[src/rtl/alu_pkg.sv]
// Shared definitions for the ALU operation sequencer: opcode encoding, FSM states and the
// buffered command record.
package alu_pkg;

  localparam int unsigned ALU_OP_W   = 3;
  localparam int unsigned ALU_DATA_W = 4;
  localparam int unsigned ALU_TAG_W  = 2;

  localparam logic [ALU_OP_W-1:0] OP_CLR  = 3'b000;
  localparam logic [ALU_OP_W-1:0] OP_ADD  = 3'b001;
  localparam logic [ALU_OP_W-1:0] OP_SUB  = 3'b010;
  localparam logic [ALU_OP_W-1:0] OP_AND  = 3'b011;
  localparam logic [ALU_OP_W-1:0] OP_OR   = 3'b100;
  localparam logic [ALU_OP_W-1:0] OP_XOR  = 3'b101;
  localparam logic [ALU_OP_W-1:0] OP_XNOR = 3'b110;
  localparam logic [ALU_OP_W-1:0] OP_SET  = 3'b111;

  typedef enum logic [1:0] {
    IDLE,
    DRIVE,
    RESP
  } seq_state_t;

  // Field widths track the ALU datapath; the sequencer's WIDTH/TAG_W must match them.
  typedef struct packed {
    logic [ALU_OP_W-1:0]   op;
    logic [ALU_DATA_W-1:0] a;
    logic [ALU_DATA_W-1:0] b;
    logic [ALU_TAG_W-1:0]  tag;
  } alu_cmd_t;

endpackage

[src/rtl/alu_cmd_fifo.sv]
// Synchronous command FIFO with occupancy count. Pushes while full and pops while empty are
// ignored; there is no same-cycle bypass.
module alu_cmd_fifo #(
  parameter int unsigned Width = 8,
  parameter int unsigned Depth = 4
) (
  input  logic                       clk_i,
  input  logic                       rst_ni,
  input  logic                       push_i,
  input  logic [Width-1:0]           wdata_i,
  input  logic                       pop_i,
  output logic [Width-1:0]           rdata_o,
  output logic                       full_o,
  output logic                       empty_o,
  output logic [$clog2(Depth+1)-1:0] count_o
);

  localparam int unsigned PtrW = $clog2(Depth);
  localparam int unsigned CntW = $clog2(Depth + 1);

  logic [Width-1:0] mem_q [Depth];
  logic [PtrW-1:0]  wr_ptr_q, rd_ptr_q;
  logic [CntW-1:0]  count_q, count_d;
  logic             push_ok, pop_ok;

  assign full_o  = (count_q == CntW'(Depth));
  assign empty_o = (count_q == '0);
  assign push_ok = push_i & ~full_o;
  assign pop_ok  = pop_i & ~empty_o;
  assign rdata_o = mem_q[rd_ptr_q];
  assign count_o = count_q;

  always_comb begin
    count_d = count_q;
    unique case ({push_ok, pop_ok})
      2'b10:   count_d = count_q + CntW'(1);
      2'b01:   count_d = count_q - CntW'(1);
      default: count_d = count_q;
    endcase
  end

  // Depth is a power of two, so the pointers wrap by natural overflow.
  always_ff @(posedge clk_i or negedge rst_ni) begin
    if (!rst_ni) begin
      wr_ptr_q <= '0;
      rd_ptr_q <= '0;
      count_q  <= '0;
    end else begin
      if (push_ok) wr_ptr_q <= wr_ptr_q + PtrW'(1);
      if (pop_ok)  rd_ptr_q <= rd_ptr_q + PtrW'(1);
      count_q <= count_d;
    end
  end

  always_ff @(posedge clk_i) begin
    if (push_ok) mem_q[wr_ptr_q] <= wdata_i;
  end

endmodule

[src/rtl/alu_op_sequencer.sv]
// Front end for the combinational ALU: buffers commands, issues them one at a time to the
// ALU inputs and returns each captured result with its tag, strictly in order.
module alu_op_sequencer
  import alu_pkg::*;
#(
  parameter int unsigned WIDTH = ALU_DATA_W,
  parameter int unsigned DEPTH = 4,
  parameter int unsigned TAG_W = ALU_TAG_W
) (
  input  logic                       clk,
  input  logic                       rst_n,
  input  logic                       cmd_valid,
  output logic                       cmd_ready,
  input  logic [ALU_OP_W-1:0]        cmd_op,
  input  logic [WIDTH-1:0]           cmd_a,
  input  logic [WIDTH-1:0]           cmd_b,
  input  logic [TAG_W-1:0]           cmd_tag,
  output logic [WIDTH-1:0]           alu_a,
  output logic [WIDTH-1:0]           alu_b,
  output logic [ALU_OP_W-1:0]        alu_s,
  input  logic [WIDTH-1:0]           alu_out,
  output logic                       rsp_valid,
  input  logic                       rsp_ready,
  output logic [WIDTH-1:0]           rsp_data,
  output logic [ALU_OP_W-1:0]        rsp_op,
  output logic [TAG_W-1:0]           rsp_tag,
  output logic [$clog2(DEPTH+1)-1:0] fifo_count,
  output logic                       busy
);

  seq_state_t state_q, state_d;
  alu_cmd_t   wr_cmd, head_cmd;
  logic       fifo_full, fifo_empty;
  logic       push, pop, capture, rsp_done;

  logic [WIDTH-1:0]    alu_a_q, alu_b_q, rsp_data_q;
  logic [ALU_OP_W-1:0] alu_s_q, rsp_op_q;
  logic [TAG_W-1:0]    issue_tag_q, rsp_tag_q;
  logic                rsp_valid_q;

  assign wr_cmd    = '{op: cmd_op, a: cmd_a, b: cmd_b, tag: cmd_tag};
  assign cmd_ready = ~fifo_full;
  assign push      = cmd_valid & cmd_ready;

  alu_cmd_fifo #(
    .Width ($bits(alu_cmd_t)),
    .Depth (DEPTH)
  ) u_fifo (
    .clk_i   (clk),
    .rst_ni  (rst_n),
    .push_i  (push),
    .wdata_i (wr_cmd),
    .pop_i   (pop),
    .rdata_o (head_cmd),
    .full_o  (fifo_full),
    .empty_o (fifo_empty),
    .count_o (fifo_count)
  );

  always_ff @(posedge clk or negedge rst_n) begin
    if (!rst_n) state_q <= IDLE;
    else        state_q <= state_d;
  end

  always_comb begin
    state_d = state_q;
    unique case (state_q)
      IDLE:    if (!fifo_empty) state_d = DRIVE;
      DRIVE:   state_d = RESP;
      RESP:    if (rsp_ready) state_d = fifo_empty ? IDLE : DRIVE;
      default: state_d = IDLE;
    endcase
  end

  always_comb begin
    pop      = 1'b0;
    capture  = 1'b0;
    rsp_done = 1'b0;
    unique case (state_q)
      IDLE:  pop = ~fifo_empty;
      DRIVE: capture = 1'b1;
      RESP: begin
        rsp_done = rsp_ready;
        pop      = rsp_ready & ~fifo_empty;
      end
      default: ;
    endcase
  end

  // Issue registers hold the ALU inputs steady between pops.
  always_ff @(posedge clk or negedge rst_n) begin
    if (!rst_n) begin
      alu_a_q     <= '0;
      alu_b_q     <= '0;
      alu_s_q     <= OP_CLR;
      issue_tag_q <= '0;
    end else if (pop) begin
      alu_a_q     <= head_cmd.a;
      alu_b_q     <= head_cmd.b;
      alu_s_q     <= head_cmd.op;
      issue_tag_q <= head_cmd.tag;
    end
  end

  always_ff @(posedge clk or negedge rst_n) begin
    if (!rst_n) begin
      rsp_valid_q <= 1'b0;
      rsp_data_q  <= '0;
      rsp_op_q    <= '0;
      rsp_tag_q   <= '0;
    end else if (capture) begin
      rsp_valid_q <= 1'b1;
      rsp_data_q  <= alu_out;
      rsp_op_q    <= alu_s_q;
      rsp_tag_q   <= issue_tag_q;
    end else if (rsp_done) begin
      rsp_valid_q <= 1'b0;
    end
  end

  assign alu_a     = alu_a_q;
  assign alu_b     = alu_b_q;
  assign alu_s     = alu_s_q;
  assign rsp_valid = rsp_valid_q;
  assign rsp_data  = rsp_data_q;
  assign rsp_op    = rsp_op_q;
  assign rsp_tag   = rsp_tag_q;
  assign busy      = (state_q != IDLE) | (fifo_count != '0);

endmodule

[config.mk]
export PLATFORM = sky130hd
export DESIGN_NAME = alu_op_sequencer
export DESIGN_NICKNAME = d
export VERILOG_FILES = /design/src/rtl/alu_pkg.sv /design/src/rtl/alu_cmd_fifo.sv /design/src/rtl/alu_op_sequencer.sv
export SDC_FILE = /design/constraint.sdc
export NUM_CORES = 1
export LEC_CHECK = 0
export CORE_MARGIN = 1.5
export CORE_UTILIZATION = 58
export DETAILED_ROUTE_END_ITERATION = 6
export GPL_ROUTABILITY_DRIVEN = 0
export PLACE_DENSITY = 0.88
export SYNTH_ARGS = -nofsm -noshare
export SYNTH_HDL_FRONTEND = slang
export SYNTH_SLANG_ARGS = --single-unit
[constraint.sdc]
create_clock -name clk -period 3.1 [get_ports clk]
set_input_delay 0.62 -clock clk [delete_from_list [all_inputs] [get_ports clk]]
set_output_delay 0.62 -clock clk [all_outputs]
set_load 0.05 [all_outputs]
==> results.toml <==
[status]
status = "finished clean"

[worst_setup_path]
arrival_ps = 1980
critPathLaunchType = "flop"
crit_chain = "nor3_2 -> nand2_1 -> clkdlybuf4s50_1"
slowest_delay_ps = 710
r2r_cells = 9
worstPathRequired_ps = 2480
cp.depth = 3
crit_family = "buffers and inverters"
path_max_fanout = 5
cp_slowest_cell = "clkdlybuf4s50_1"
critical_path_buf_inv_count = 1
path_class = "flop to primary output"
cp-end-kind = "primary output"

[sta]
slew_violations = 0
tightest_slew_ps = 871
relSlewSlack_pct = 41.9
rsz0062_at_grt = "no"
fin_setup_tns_ps = 0
finalHoldViolations = 0
setup_violations = 0
worst_hold_slack_ps = 481
finClkSkew_ps = 8.81
fin_crit_sh_pct = 83.9
max_freq_ghz = 0.385
fin_crit_ps = 2600

[drt]
drt-pass1-iter-count = 4
vias_per_cell = 5.32
drtIter0Drc = 109
antenna_left = 0
vias = 1677
wire_per_inst_um = 17.0
drcViolationCount = 0
finalWirelength_mm = 5.37

[final_layout]
nets = 265
postLayoutCoreUtil_pct = 72.7
final_common_cell = "edfxtp_1"
final_cell_mix = "52 x edfxtp_1, 46 x clkdlybuf4s50_1, 32 x dfrtp_1, 29 x nand2_1"
fillers = 369
multiInputGateArea_um2 = 887
n_antenna_cell = 0
fin_cells = 315
drive_gt1_share_pct = 16.9
design_area_mm2 = 0.00403
area_delta_synth_final_pct = 20.7
seq_area_mm2 = 0.00236

[placed_design]
port_buffers = 46
dp.cells = 299
hpwlAfterDp_mm = 3.49
placed_area_mm2 = 0.00384

[hold_path]
hold_class = "flop to flop"
min_path_cells = 2

[clock_network]
clock-sinks = 84
clk_latency_ps = 350
postCtsHoldBufs = 0
htree_num_levels = 3
cts_buffers = 9
cts_tree = "done"
cts_root_buf = "clkbuf_8"
cts-resized-gates = 0
postCtsSetupRepairBufs = 0
clk_pin_slew_ps = 80
cts.path.max_buffers = 2

[yosys]
yosysWarnings = 0
synth_edf_count = 52
synth_mux_area_share_pct = 15.4
synth-seq-cells = 84
synthAdderAreaFrac_pct = 2.48
synth_compound_area_share_pct = 0.450
yosysUniqueCellTypes = 29
seq_area_frac_synth_pct = 70.8
synth_top_family_by_area = "multiplexers"
synthCells = 186
yosys.area_share.simple_pct = 6.72
postSynthAreaPerCell_um2 = 17.9
netlist_area_mm2 = 0.00333
ys.flop_type = "edfxtp_1"
async_flop_share_pct = 38.1
synth-xor-area-share_pct = 1.58
syn_nets = 213

[global_route]
grt-ovfl-total = 0
grt_pass1_vias = 1739
antenna_found_initial = 0
gr-usage-all-layers_pct = 19.8
grt_pass1_wl_mm = 8.63
grt_max_degree = 33

[floorplan]
row_count = 27
die_area_mm2 = 0.00621
fp.dieW_um = 78.8
start_util_pct = 60.2
die-height_um = 78.8
core_area_mm2 = 0.00554
io_pins = 47

[power_and_ir_drop]
pwr-share-clk_pct = 15.9
leakagePower_nw = 1.58
seqPwrFrac_pct = 40.5
p_per_area_mw_per_mm2 = 1130
combPwrFrac_pct = 43.6
intPower_mw = 2.81
switching_share_pct = 38.4
vdd_drop_max_uv = 598
switching_power_mw = 1.75

[run]
drv_cap = 0
==> power by group through the flow <==
stage          Combinational [mW]  Clock (mW)  Sequential [mW]
5_1_grt                      2.11       0.795             1.90
2_1_floorplan                1.04           0             2.29
4_1_cts                      2.01       0.746             1.85
3_5_place_dp                 2.00           0             1.87
3_3_place_gp                 1.95           0             1.85
6_report                     1.99       0.727             1.85
==> registers in the layout, summed over array words and instances (netlist names) <==
signal / count
alu_a: 4
alu_b: 4
alu_s: 3
issue_tag_q: 2
rsp_data: 4
rsp_op: 3
rsp_tag: 2
rsp_valid: 1
state_q: 2
u_fifo.count_o: 3
u_fifo.mem_q: 52
u_fifo.rd_ptr_q: 2
u_fifo.wr_ptr_q: 2
==> cell type report <==
cell class                 instances  share of cell area, %
clock buffer                      11                   3.26
clock inverter                     5                   1.31
inverter                           7                  0.653
multi-input combinational         88                   22.0
sequential                        84                   58.7
tap                               72                   2.24
timing repair buffer              48                   11.8
==> cells in the mapped netlist, drive strengths merged, types with 4 or more instances <==
| master | instances | area share, % |
|---|---|---|
| mux4 | 13 | 9.3 |
| and3 | 4 | 0.75 |
| mux2 | 14 | 5.7 |
| ha | 5 | 1.9 |
| edfxtp | 52 | 47 |
| inv | 7 | 0.79 |
| dfrtp | 32 | 24 |
| xor2 | 4 | 1.1 |
| nand2 | 29 | 3.3 |
| buf | 4 | 1.4 |
==> worst reg2reg max path: stages (launching register included) <==
cell and delay (ps):
dfrtp_1 440, or3b_4 450, and2_4 190, inv_1 50, ha_1 170, inv_1 60
fa_1 380, xor2_1 150, nor2_1 110, xor2_1 150
==> kinds of logic (layout without fill, tap and decap cells) <==
family	count (synthesis)	in the layout
compound gates	3	3
buf+inv	14	71
mux	28	28
flops	84	84
fa+ha+maj	6	6
xor+xnor	6	6
simple gates	45	45
==> stage by stage <==
| stage | total power [mW] | worst slack, ps |
|---|---|---|
| final | 4.56 | 501 |
| after global routing | 4.80 | 355 |
| after CTS | 4.61 | 477 |
| after detailed placement | 3.87 | 616 |
| after global placement | 3.80 | 684 |
| after floorplan | 3.32 | 599 |
==> per-layer routing <==
metal	global-route usage, %	up-vias	routed length, um	part of all wire (%)
li1	-	784	-	-
met1	25.4	823	2290	43
met2	30.9	57	2660	50
met3	4.71	13	266	5.0
met4	12.1	0	153	2.8
met5	0	-	0	0
==> final timing paths <==
path | slack (ps) | end | from
worst min-delay path | 480 | rsp_tag[1]$_DFFE_PN0P_ | issue_tag_q[1]$_DFFE_PN0N_
worst max register to register | 880 | u_fifo.count_o[2]$_DFFE_PN0P_ | u_fifo.count_o[0]$_DFFE_PN0P_
worst max-delay path | 500 | busy | u_fifo.count_o[0]$_DFFE_PN0P_
worst min register to register | 480 | rsp_tag[1]$_DFFE_PN0P_ | issue_tag_q[1]$_DFFE_PN0N_
max in group asynchronous | 2120 | state_q[1]$_DFFE_PN0P_ | rst_n
min in group asynchronous | 680 | alu_b[2]$_DFFE_PN0N_ | rst_n
(Power assumes the default switching activity.)
